**src/rtl/symbol_ram_write_control_pkg.sv**
```systemverilog
// Shared definitions for the symbol RAM write controller: default widths,
// FSM state encoding and the symbol value the RAM is cleared to on reset.
// Optional feature macro used by the bundle: WRITE_VERIFY_EN.
package symbol_ram_write_control_pkg;

  localparam int ADDR_W_DEF = 2;
  localparam int DATA_W_DEF = 7;

  localparam logic [DATA_W_DEF-1:0] SYM_CLEAR = 7'h00;

  typedef enum logic [2:0] {
    ST_IDLE   = 3'd0,
    ST_SETUP  = 3'd1,
    ST_WRITE  = 3'd2,
    ST_HOLD1  = 3'd3,
    ST_HOLD2  = 3'd4,
    ST_VERIFY = 3'd5,
    ST_DONE   = 3'd6
  } state_t;

endpackage

```
**src/rtl/symbol_ram_write_control_if.sv**
```systemverilog
// Write-request handshake plus the registered read port of the symbol RAM.
// master = game/display logic side, slave = the write controller.
interface symbol_ram_write_control_if
  import symbol_ram_write_control_pkg::*;
#(
  parameter int ADDR_W = ADDR_W_DEF,
  parameter int DATA_W = DATA_W_DEF
) ();

  logic              wr_req;
  logic [ADDR_W-1:0] wr_addr;
  logic [DATA_W-1:0] wr_data;
  logic              busy;
  logic              wr_done;
  logic [ADDR_W-1:0] rd_addr;
  logic [DATA_W-1:0] rd_data;
  logic              verify_err;

  modport master (
    output wr_req, wr_addr, wr_data, rd_addr,
    input  busy, wr_done, rd_data, verify_err
  );

  modport slave (
    input  wr_req, wr_addr, wr_data, rd_addr,
    output busy, wr_done, rd_data, verify_err
  );

endinterface

```
**src/rtl/symbol_ram_write_control_ram.sv**
```systemverilog
// Small symbol RAM: 2^ADDR_W x DATA_W, asynchronously cleared by rst.
// One synchronous write port, one registered read-first read port, and
// (only when WRITE_VERIFY_EN is defined) a combinational readback port.
module symbol_ram_write_control_ram
  import symbol_ram_write_control_pkg::*;
#(
  parameter int ADDR_W = ADDR_W_DEF,
  parameter int DATA_W = DATA_W_DEF
) (
  input  logic              clk,
  input  logic              rst,
  input  logic              we,
  input  logic [ADDR_W-1:0] wr_addr,
  input  logic [DATA_W-1:0] wr_data,
  input  logic [ADDR_W-1:0] rd_addr,
  output logic [DATA_W-1:0] rd_data
`ifdef WRITE_VERIFY_EN
  ,
  input  logic [ADDR_W-1:0] vf_addr,
  output logic [DATA_W-1:0] vf_data
`endif
);

  localparam int DEPTH = 1 << ADDR_W;

  logic [DATA_W-1:0] mem [DEPTH];

  // Storage array: cleared on reset, written on the single WRITE-cycle enable.
  always_ff @(posedge clk or posedge rst) begin
    if (rst) begin
      for (int i = 0; i < DEPTH; i++) begin
        mem[i] <= DATA_W'(SYM_CLEAR);
      end
    end else if (we) begin
      mem[wr_addr] <= wr_data;
    end
  end

  // Registered read port; samples the array before this edge's write lands,
  // so a same-address read during WRITE returns the previous contents.
  always_ff @(posedge clk or posedge rst) begin
    if (rst) begin
      rd_data <= DATA_W'(SYM_CLEAR);
    end else begin
      rd_data <= mem[rd_addr];
    end
  end

`ifdef WRITE_VERIFY_EN
  assign vf_data = mem[vf_addr];
`endif

endmodule

```
**src/rtl/symbol_ram_write_control.sv**
```systemverilog
// Symbol RAM write controller: accepts one write request at a time from IDLE
// and commits it with a setup / write / two-cycle-hold sequence, then pulses
// wr_done. busy and wr_done are decoded from the state register only.
// Optional feature macro: WRITE_VERIFY_EN inserts a VERIFY state that reads
// the written entry back and raises a sticky verify_err on mismatch.
module symbol_ram_write_control
  import symbol_ram_write_control_pkg::*;
#(
  parameter int ADDR_W = ADDR_W_DEF,
  parameter int DATA_W = DATA_W_DEF
) (
  input  logic                        clk,
  input  logic                        rst,
  symbol_ram_write_control_if.slave   bus
);

  state_t            state;
  state_t            state_nxt;
  logic [ADDR_W-1:0] lat_addr;
  logic [DATA_W-1:0] lat_data;
  logic              accept;
  logic              ram_we;

  // A request is only looked at in IDLE; anything arriving while busy is dropped.
  assign accept = (state == ST_IDLE) && bus.wr_req;
  assign ram_we = (state == ST_WRITE);

  // State register.
  always_ff @(posedge clk or posedge rst) begin
    if (rst) begin
      state <= ST_IDLE;
    end else begin
      state <= state_nxt;
    end
  end

  // Next-state logic: fixed walk through the write sequence.
  always_comb begin
    state_nxt = state;
    case (state)
      ST_IDLE:   if (bus.wr_req) state_nxt = ST_SETUP;
      ST_SETUP:  state_nxt = ST_WRITE;
      ST_WRITE:  state_nxt = ST_HOLD1;
      ST_HOLD1:  state_nxt = ST_HOLD2;
`ifdef WRITE_VERIFY_EN
      ST_HOLD2:  state_nxt = ST_VERIFY;
`else
      ST_HOLD2:  state_nxt = ST_DONE;
`endif
      ST_VERIFY: state_nxt = ST_DONE;
      ST_DONE:   state_nxt = ST_IDLE;
      default:   state_nxt = ST_IDLE;
    endcase
  end

  // Address/data latch: captured once at acceptance, frozen for the sequence.
  always_ff @(posedge clk or posedge rst) begin
    if (rst) begin
      lat_addr <= '0;
      lat_data <= '0;
    end else if (accept) begin
      lat_addr <= bus.wr_addr;
      lat_data <= bus.wr_data;
    end
  end

  assign bus.busy    = (state != ST_IDLE);
  assign bus.wr_done = (state == ST_DONE);

`ifdef WRITE_VERIFY_EN
  logic [DATA_W-1:0] vf_data;
  logic              verify_err;

  // Sticky readback flag: cleared by a new accepted request, set on mismatch.
  always_ff @(posedge clk or posedge rst) begin
    if (rst) begin
      verify_err <= 1'b0;
    end else if (accept) begin
      verify_err <= 1'b0;
    end else if ((state == ST_VERIFY) && (vf_data != lat_data)) begin
      verify_err <= 1'b1;
    end
  end

  assign bus.verify_err = verify_err;
`else
  assign bus.verify_err = 1'b0;
`endif

  symbol_ram_write_control_ram #(
    .ADDR_W (ADDR_W),
    .DATA_W (DATA_W)
  ) u_ram (
    .clk     (clk),
    .rst     (rst),
    .we      (ram_we),
    .wr_addr (lat_addr),
    .wr_data (lat_data),
    .rd_addr (bus.rd_addr),
    .rd_data (bus.rd_data)
`ifdef WRITE_VERIFY_EN
    ,
    .vf_addr (lat_addr),
    .vf_data (vf_data)
`endif
  );

endmodule

```
**src/flat_wrapper.sv**
```systemverilog
// flat-port wrapper written by rule: the top's interface ports become plain ports
module symbol_ram_write_control_flat import symbol_ram_write_control_pkg::*;
#(
  parameter int ADDR_W = ADDR_W_DEF,
  parameter int DATA_W = DATA_W_DEF
)
  (clk, rst, bus_wr_req, bus_wr_addr, bus_wr_data, bus_rd_addr, bus_busy, bus_wr_done, bus_rd_data, bus_verify_err);
  symbol_ram_write_control_if #(.ADDR_W(ADDR_W), .DATA_W(DATA_W)) bus_i ();
  input  logic clk;
  input  logic rst;
  input wire logic [$bits(bus_i.wr_req)-1:0] bus_wr_req;
  input wire logic [$bits(bus_i.wr_addr)-1:0] bus_wr_addr;
  input wire logic [$bits(bus_i.wr_data)-1:0] bus_wr_data;
  input wire logic [$bits(bus_i.rd_addr)-1:0] bus_rd_addr;
  output wire logic [$bits(bus_i.busy)-1:0] bus_busy;
  output wire logic [$bits(bus_i.wr_done)-1:0] bus_wr_done;
  output wire logic [$bits(bus_i.rd_data)-1:0] bus_rd_data;
  output wire logic [$bits(bus_i.verify_err)-1:0] bus_verify_err;
  assign bus_i.wr_req = bus_wr_req;
  assign bus_i.wr_addr = bus_wr_addr;
  assign bus_i.wr_data = bus_wr_data;
  assign bus_i.rd_addr = bus_rd_addr;
  assign bus_busy = bus_i.busy;
  assign bus_wr_done = bus_i.wr_done;
  assign bus_rd_data = bus_i.rd_data;
  assign bus_verify_err = bus_i.verify_err;
  symbol_ram_write_control #(.ADDR_W(ADDR_W), .DATA_W(DATA_W)) u_core (.clk(clk), .rst(rst), .bus(bus_i));
endmodule
```
**config.mk**
```make
export PLATFORM = sky130hd
export DESIGN_NAME = symbol_ram_write_control_flat
export DESIGN_NICKNAME = d
export VERILOG_FILES = /design/src/rtl/symbol_ram_write_control_pkg.sv /design/src/rtl/symbol_ram_write_control_if.sv /design/src/rtl/symbol_ram_write_control_ram.sv /design/src/rtl/symbol_ram_write_control.sv /design/src/flat_wrapper.sv
export SDC_FILE = /design/constraint.sdc
export NUM_CORES = 1
export LEC_CHECK = 0
export ABC_CLOCK_PERIOD_IN_PS = 1600
export CORE_UTILIZATION = 45
export DETAILED_ROUTE_END_ITERATION = 8
export PLACE_DENSITY = 0.72
export SLEW_MARGIN = 0
export SYNTH_ARGS = -nofsm -noshare
export SYNTH_HDL_FRONTEND = slang
export SYNTH_SLANG_ARGS = --single-unit
```
**constraint.sdc**
```tcl
create_clock -name clk -period 1.6 [get_ports clk]
set_clock_uncertainty 0.15 [all_clocks]
set_input_delay 0.16 -clock clk [delete_from_list [all_inputs] [get_ports clk]]
set_output_delay 0.16 -clock clk [all_outputs]
set_load 0.01 [all_outputs]
```
==> metrics.txt, run 1 <==
CORE AREA 0.004058 mm^2; initial antenna violation count 0; Syn Area/Cell 16.57 um^2; post-route DRC violation count 0; reg2reg end u_core.lat_data[4]$_DFFE_PP0P_; worst IR drop on VDD 0.8916 mV; type of element launching the critical path flop; Clock Pin Slew Worst Setup and Hold Paths 0.09 ns; row count 23; Arrival @ worst endpoint 1.73 ns; worst r2r src u_core.state[0]$_DFFE_PP0P_; Pre-Repair DR Iteration Count 6; CP max FO 4; simple-gate share of the synthesized area 6.185%; Comb pwr share 40.7%; P_leak 1.126 nW; CTS Sinks 47; switching share of power 29.49%; placed inst area 0.002295 mm^2; Synth Register Bits 47; Slew Limit Fails 0; Pint 3.387 mW; setup_tns -0.8075 ns; outcome complete, but fails checks; worst setup path start u_core.state[0]$_DFFE_PP0P_; Syn Inst Count 116; Fillers 288; area grow syn2layout 31.25%; Mapped Area 0.001922 mm^2; first-pass GRT wire length 5.740 mm; Compound-Gate Fraction of Synth Area 0.5208%; CTS H-tree depth 2; # IOs 24; period utilization 106.3%; mux contribution to synthesized area 29.88%; Seq/Total Area, Yosys 61.20%; largest net degree at the start of global routing 48; worst reg2reg setup slack -0.10 ns; Commonest cells post-synth 47 x dfrtp_1, 36 x mux2_2, 7 x mux4_2; Ys Warns 0; synth unique cells 22; Pwr Density 1904 mW/mm^2; drt via density 5.296; Placed Cells 193; final core utilization 62.16%; Die Y-Extent 67.35 um; die area 0.004536 mm^2; Max Cap Viol 0; cell taking the most area after synthesis dfrtp_1; Setup WS post-layout -0.1011 ns; Final Setup Violations 14; Post-Synth Adder-Cell Area 0%; fraction of layout cells with a size suffix above 1 48.08%; clk buf depth 2; clock network fraction of design power 14.3%; largest family of logic cells by synthesized area multiplexers; vias in the first global route 1091; top cell type's share of synthesized area 61.20%; RSZ-0062 raised after global routing true; crit end category flop; largest cells by area after synthesis dfrtp_1 61%, mux2_2 21%, mux4_2 8.2%; total gr overflow 0; GPL Wtd Cong 0.7005; Highest Clock Rate 587.9 MHz; Post-synth EDFFs 0; Vias 1091; Worst Setup EP u_core.lat_data[4]$_DFFE_PP0P_; Port Buffers 22; DR iter-0 viols 66; final wirelength 3.557 mm; ys flop type dfrtp_1; Hold Path Class in -> async; CP Class reg -> reg; root buf cell clkbuf_8; Hold Slack 0.04917 ns; Starting Density 47.36%; Tmin final 1.701 ns; R2R cell count 4; required time worst endpoint 1.63 ns; gr usage total 18.58%; post-DP HPWL 2.247 mm; Ant. Diodes 0; Sequential Power Share 45.0%; count leader, synth dfrtp_1; CTS tree built; drt wl/cell 17.27 um; Syn Nets 130; Die Wd 67.35 um; Psw 1.417 mW; Final Hold Fails 0; worst skew pair latency 0.30 ns; asr flop ratio synth 100.0%; Final nets 169; failing checks setup timing; Num CTS Buffers 5; Final Instance Area 0.002522 mm^2; Post-Synth XOR/XNOR Area 0%; Final ANT Viol Nets 0; Post-Layout Cell Count 206
-- worst min path at each step --
stage / startpoint / endpoint / slack [ns] / cells after the start
floorplan: bus_wr_addr[0] / u_core.lat_addr[0]$_DFFE_PP0P_ / 0.16 / 1
global placement: u_core.u_ram.mem[0]$_DFFE_PP0P_ / u_core.u_ram.mem[0]$_DFFE_PP0P_ / 0.32 / 1
detailed placement: u_core.u_ram.mem[8]$_DFFE_PP0P_ / u_core.u_ram.mem[8]$_DFFE_PP0P_ / 0.34 / 1
CTS: rst / u_core.u_ram.rd_data[2]$_DFF_PP0_ / 0.06 / 3
global route: rst / u_core.u_ram.rd_data[2]$_DFF_PP0_ / 0.07 / 3
finish: rst / u_core.u_ram.rd_data[2]$_DFF_PP0_ / 0.05 / 3
-- state kept, by name, summed over array words and instances (netlist names) --
| signal | cells |
|---|---|
| u_core.u_ram.mem | 28 |
| u_core.lat_addr | 2 |
| u_core.state | 3 |
| u_core.lat_data | 7 |
| u_core.u_ram.rd_data | 7 |
-- per-stage QoR --
stage | power [mW] | setup WS, ns
6_report | 4.803 | -0.1011
5_1_grt | 5.101 | -0.1410
4_1_cts | 4.733 | -0.1144
3_5_place_dp | 3.771 | -0.06505
3_3_place_gp | 3.662 | -0.03205
2_1_floorplan | 3.133 | -0.006557
-- what timing repair did --
action                     in CTS  in global routing
hold buffers                    0                  0
buffers inserted                3                  1
setup endpoints to repair      11                 38
resized for setup              20                  8
cloned                          1                  0
pin swaps                       3                  3
-- area by class of cell --
class	count	area [um^2]	area share, %
Multi-Input combinational cell	63	804.5	31.89
Timing Repair Buffer	35	381.6	15.13
Sequential cell	47	1177	46.68
Clock inverter	2	12.51	0.4960
Tap cell	50	62.56	2.480
Inverter	3	11.26	0.4464
Clock buffer	6	72.57	2.877
-- placed cells by master, fill, tap and decap left out, types with 2 or more instances in the layout --
cell type	count
inv_1	2
buf_4	6
dfrtp_1	46
nand2_1	3
clkbuf_8	5
mux2_4	15
clkdlybuf4s50_1	20
buf_12	5
nor2_1	2
mux2_2	22
buf_6	2
o21ai_0	2
mux4_2	7
-- per-layer routing --
| metal | GRT usage (%) | wire length, um | vias to the layer above |
|---|---|---|---|
| met5 | 0 | 0 | - |
| met4 | 7.979 | 81 | 0 |
| met3 | 5.912 | 142 | 9 |
| met2 | 28.50 | 1771 | 27 |
| met1 | 24.22 | 1561 | 560 |
| li1 | - | - | 495 |
-- power groups by stage --
stage                     sequential [mW]  clock (mW)  combinational [mW]
after global routing                 2.24       0.762                2.10
final                                2.16       0.687                1.96
after global placement               2.12           0                1.55
after CTS                            2.15       0.711                1.87
after floorplan                      2.12           0                1.02
after detailed placement             2.17           0                1.60
-- cells by family (layout without fill, tap and decap cells) --
family	after synthesis	count (layout)
flip-flops	47	47
buffers and inverters	7	46
other	1	1
AND/OR/NAND/NOR	15	16
multiplexers	44	44
AO/OA/AOI/OAI	2	2
-- worst max-delay path: stages, from the launching register on --
cell	delay [ns]
dfrtp_1	0.39
or3_4	0.41
buf_12	0.14
nor2_4	0.15
mux2_2	0.35
No activity file was read; power rests on OpenSTA's default activity.
==> run 2, diff against run 1 <==
--- a/config.mk
+++ b/config.mk
@@ -9,6 +9,7 @@
 export CORE_UTILIZATION = 45
 export DETAILED_ROUTE_END_ITERATION = 8
 export PLACE_DENSITY = 0.72
+export SKIP_CTS_REPAIR_TIMING = 1
 export SLEW_MARGIN = 0
 export SYNTH_ARGS = -nofsm -noshare
 export SYNTH_HDL_FRONTEND = slang
==> run 2 against run 1 <==
Clock-buffer cell count did not move. Total power fell by 7.0%. Combinational power fell by 17%. The flow still finishes with violations (setup timing). Flip-flop and latch count did not move. Clock power barely moved. Utilization fell by 2.7 points. Sequential power barely moved. Global-route usage fell by 0.95 points. Wire length fell by 6.8%. Sequential share of layout area rose by 2.1 points. Worst hold slack improved by 0.0015 ns. Critical path depth fell by 1.
==> metrics.txt, run 2 (synthesis gave the netlist of run 1 again) <==
total area of sequential cells 0.001177 mm^2; met3 wire length 122 um; worst IR drop on VDD 0.7772 mV; Pre-Repair DR Iteration Count 4; Top Registers u_core.u_ram.mem (28), u_core.lat_data (7), u_core.u_ram.rd_data (7); Highest Clock Rate 599.1 MHz; Hold Path Class in -> async; post-layout power 4.466 mW; Num CTS Buffers 5; RSZ-0062 raised after global routing true; Final Instance Area 0.002414 mm^2; CTS tree built; Largest Register u_core.u_ram.mem; Clock Pin Slew Worst Setup and Hold Paths 0.09 ns; Tmin final 1.669 ns; crit path cell chain or3_4, nor2_8, mux2_2; crit end category flop; Pint 3.154 mW; gr usage total 17.63%; Setup WS post-layout -0.06904 ns; # IOs 24; drt via density 5.139; area of the multi-input gates 723.2 um^2; root buf cell clkbuf_8; Max Used Layer met4; placed inst area 0.002295 mm^2; period utilization 104.3%; Port Buffers 22; Sequential Power Share 48.1%; Fillers 309; outcome complete, but fails checks; Worst Path Buf+Inv 0; vias in the first global route 1066; DR WL met2 1.706 mm; Starting Density 47.36%; post-route DRC violation count 0; Max Cap Viol 0; CP top delay family simple AND/OR/NAND/NOR gates; P_leak 1.068 nW; CP Class reg -> reg; type of element launching the critical path flop; Final ANT Viol Nets 0; Slew Limit Fails 0; critical path's largest stage delay 0.44 ns; DR iter-0 viols 59; Final Setup Violations 11; Die Wd 67.35 um; final wirelength 3.315 mm; flip-flop count of the largest register after layout 28; drt wl/cell 16.41 um; first-pass GRT wire length 5.464 mm; die area 0.004536 mm^2; row count 23; Vias 1038; Final Hold Fails 0; final core utilization 59.48%; clock network fraction of design power 15.4%; CP max FO 9; CTS Sinks 47; slowest CP cell or3_4; fraction of layout cells with a size suffix above 1 44.74%; initial antenna violation count 0; Final nets 165; wl on met1 1.436 mm; most frequent cells in the layout 46 x dfrtp_1, 36 x mux2_2, 20 x clkdlybuf4s50_1, 7 x mux4_2; Arrival @ worst endpoint 1.70 ns; required time worst endpoint 1.63 ns; commonest non-fill, non-tap cell in the layout dfrtp_1; Die Y-Extent 67.35 um; worst skew pair latency 0.30 ns; post-DP HPWL 2.247 mm; area grow syn2layout 25.59%; Comb pwr share 36.6%; total gr overflow 0; Ant. Diodes 0; CTS H-tree depth 2; failing checks setup timing; GPL Wtd Cong 0.7005; Pwr Density 1850 mW/mm^2; setup_tns -0.5005 ns; Psw 1.312 mW; switching share of power 29.37%; CORE AREA 0.004058 mm^2; clk buf depth 2; largest net degree at the start of global routing 48
run 2: path summary, 6_finish.rpt:
kind,start,end,slack (ns),depth (start not counted)
setup / recovery,u_core.state[1]$_DFFE_PP0P_,u_core.lat_data[3]$_DFFE_PP0P_,-0.07,3
hold / removal,rst,u_core.u_ram.rd_data[2]$_DFF_PP0_,0.05,3
setup reg to reg,u_core.state[1]$_DFFE_PP0P_,u_core.lat_data[3]$_DFFE_PP0P_,-0.07,3
hold reg to reg,u_core.u_ram.mem[0]$_DFFE_PP0P_,u_core.u_ram.mem[0]$_DFFE_PP0P_,0.36,1
max in group asynchronous,rst,u_core.state[2]$_DFFE_PP0P_,1.02,3
min in group clk,bus_wr_addr[1],u_core.lat_addr[1]$_DFFE_PP0P_,0.32,2
run 2: power groups by stage:
stage          Sequential, mW  Combinational, mW  Clock, mW
5_1_grt                  2.24               1.77      0.762
6_report                 2.15               1.63      0.686
4_1_cts                  2.14               1.60      0.711
2_1_floorplan            2.12               1.02          0
3_5_place_dp             2.17               1.60          0
3_3_place_gp             2.12               1.55          0
run 2: final cells by class:
cell class              instances  area share (%)
flip-flops and latches         47           48.78
well taps                      50           2.592
inverters                       3          0.4666
clock inverters                 2          0.5184
repair buffers                 32           14.67
multi-input cells              62           29.96
clock buffers                   6           3.007
run 2: metal layers:
layer / GRT usage (%) / up-vias
li1: - / 483
met1: 22.09 / 529
met2: 28.25 / 21
met3: 5.574 / 5
met4: 7.181 / 0
met5: 0 / -
run 2: tightest hold or removal path: stages:
cell,delay (ns)
clkdlybuf4s50_1,0.40
clkinv_1,0.07
buf_12,0.25
run 2: stage by stage:
step,hold WS (ns),cells,setup WS (ns)
final,0.05066,202,-0.06904
after CTS,0.06400,201,-0.3662
after detailed placement,0.3394,193,-0.06505
after global placement,0.3155,193,-0.03205
after global routing,0.07206,202,-0.1044
after floorplan,0.1616,116,-0.006557
==> run 3, diff against run 2 <==
--- a/config.mk
+++ b/config.mk
@@ -6,9 +6,9 @@
 export NUM_CORES = 1
 export LEC_CHECK = 0
 export ABC_CLOCK_PERIOD_IN_PS = 1600
-export CORE_UTILIZATION = 45
+export CORE_UTILIZATION = 30
 export DETAILED_ROUTE_END_ITERATION = 8
-export PLACE_DENSITY = 0.72
+export PLACE_DENSITY = 0.53
 export SKIP_CTS_REPAIR_TIMING = 1
 export SLEW_MARGIN = 0
 export SYNTH_ARGS = -nofsm -noshare
==> run 3 against run 2 <==
The flow still finishes with violations (setup timing). Flip-flop and latch count unchanged. Cell area increased by 4.4%. Combinational power increased by 13%.
==> metrics.txt, run 3 (synthesis gave the netlist of run 1 again) <==
CP Class reg -> reg; Vias 1066; final core utilization 41.58%; initial antenna violation count 0; reg2reg end u_core.lat_data[6]$_DFFE_PP0P_; RSZ-0062 raised after global routing true; P_leak 1.128 nW; drt wl/cell 16.46 um; drt via density 4.655; CTS H-tree depth 2; clk buf depth 2; Setup WS post-layout -0.05897 ns; Num CTS Buffers 5; Fillers 564; area grow syn2layout 31.12%; largest net degree at the start of global routing 48; Hold Path Class in -> async; Ant. Diodes 0; R2R cell count 3; Post-Layout Cell Count 229; CORE AREA 0.006061 mm^2; Final Hold Fails 0; post-route DRC violation count 0; root buf cell clkbuf_8; Tmin final 1.659 ns; final wirelength 3.770 mm; Arrival @ worst endpoint 1.69 ns; Final nets 167; CP max FO 4; failing checks setup timing; Clock Pin Slew Worst Setup and Hold Paths 0.08 ns; type of element launching the critical path flop; row count 28; commonest non-fill, non-tap cell in the layout dfrtp_1; CTS Sinks 47; total area of sequential cells 0.001176 mm^2; worst skew pair latency 0.30 ns; Starting Density 31.71%; # IOs 24; Pre-Repair DR Iteration Count 3; total gr overflow 0; setup_tns -0.9688 ns; dpl ws -0.08472 ns; DR iter-0 viols 92; worst r2r src u_core.state[1]$_DFFE_PP0P_; Pwr Density 1871 mW/mm^2; outcome complete, but fails checks; Hold Slack 0.05876 ns; critical path's largest stage delay 0.45 ns; most frequent cells in the layout 47 x dfrtp_1, 21 x mux2_2, 20 x clkdlybuf4s50_1, 16 x mux2_4, 7 x mux4_2; period utilization 103.7%; required time worst endpoint 1.63 ns; Worst Path Buf+Inv 0; Die Wd 82.04 um; GPL Wtd Cong 0.6937; first-pass GRT wire length 5.913 mm; Top Registers u_core.u_ram.mem (28), u_core.lat_data (7), u_core.u_ram.rd_data (7); die area 0.006731 mm^2; crit path cell chain or3_4, nor2_4, mux2_4; post-DP HPWL 2.382 mm; worst reg2reg setup slack -0.06 ns; area of the multi-input gates 799.5 um^2; worst setup path start u_core.state[1]$_DFFE_PP0P_; Slew Limit Fails 0; fraction of layout cells with a size suffix above 1 46.75%; Largest Register u_core.u_ram.mem; crit end category flop; worst IR drop on VDD 0.7514 mV; Final ANT Viol Nets 0; Final Setup Violations 30; Highest Clock Rate 602.8 MHz; slowest CP cell or3_4; flip-flop count of the largest register after layout 28; Die Y-Extent 82.04 um; Port Buffers 22; Placed Cells 218; CTS tree built; Max Cap Viol 0; CP top delay family simple AND/OR/NAND/NOR gates; gr usage total 12.47%; vias in the first global route 1136
-- run 3: cell type report --
| class | instances | share of cell area [%] |
|---|---|---|
| sequential | 47 | 46.67 |
| timing repair buffer | 33 | 14.05 |
| tap | 75 | 3.724 |
| multi-input combinational | 63 | 31.73 |
| clock buffer | 6 | 2.880 |
| inverter | 3 | 0.4469 |
| clock inverter | 2 | 0.4965 |
-- run 3: per-layer routing --
layer / global-route usage [%] / wire [um] / up-vias
met5: 0 / 0 / -
met4: 4.737 / 48 / 0
met3: 3.556 / 160 / 7
met2: 18.51 / 1689 / 26
met1: 17.12 / 1871 / 546
li1: - / - / 487
-- run 3: worst reg2reg max path, stage by stage, from the launching register on --
cell	delay [ns]
dfrtp_1	0.42
or3_4	0.45
nor2_4	0.22
mux2_4	0.32
-- run 3: report_power, final --
group	switching (mW)	internal (mW)	total [mW]	leakage, nW
Combinational	0.628	1.23	1.85	0.518
Sequential	0.378	1.78	2.16	0.570
Clock	0.393	0.306	0.699	0.0412
-- run 3: worst max path at each step --
stage	cells after the start	slack [ns]	to
2_1_floorplan	3	-0.007	u_core.lat_addr[0]$_DFFE_PP0P_
3_3_place_gp	3	-0.04	u_core.u_ram.rd_data[6]$_DFF_PP0_
6_report	3	-0.06	u_core.lat_data[6]$_DFFE_PP0P_
3_5_place_dp	3	-0.08	u_core.lat_data[1]$_DFFE_PP0P_
5_1_grt	3	-0.10	u_core.lat_addr[1]$_DFFE_PP0P_
4_1_cts	2	-0.37	bus_busy
-- run 3: stage by stage --
| stage | cell area (um^2) | total power [mW] |
|---|---|---|
| final | 2520 | 4.714 |
| after global routing | 2520 | 5.042 |
| after CTS | 2411 | 4.491 |
| after detailed placement | 2326 | 3.787 |
| after global placement | 2326 | 3.683 |
| after floorplan | 1922 | 3.133 |
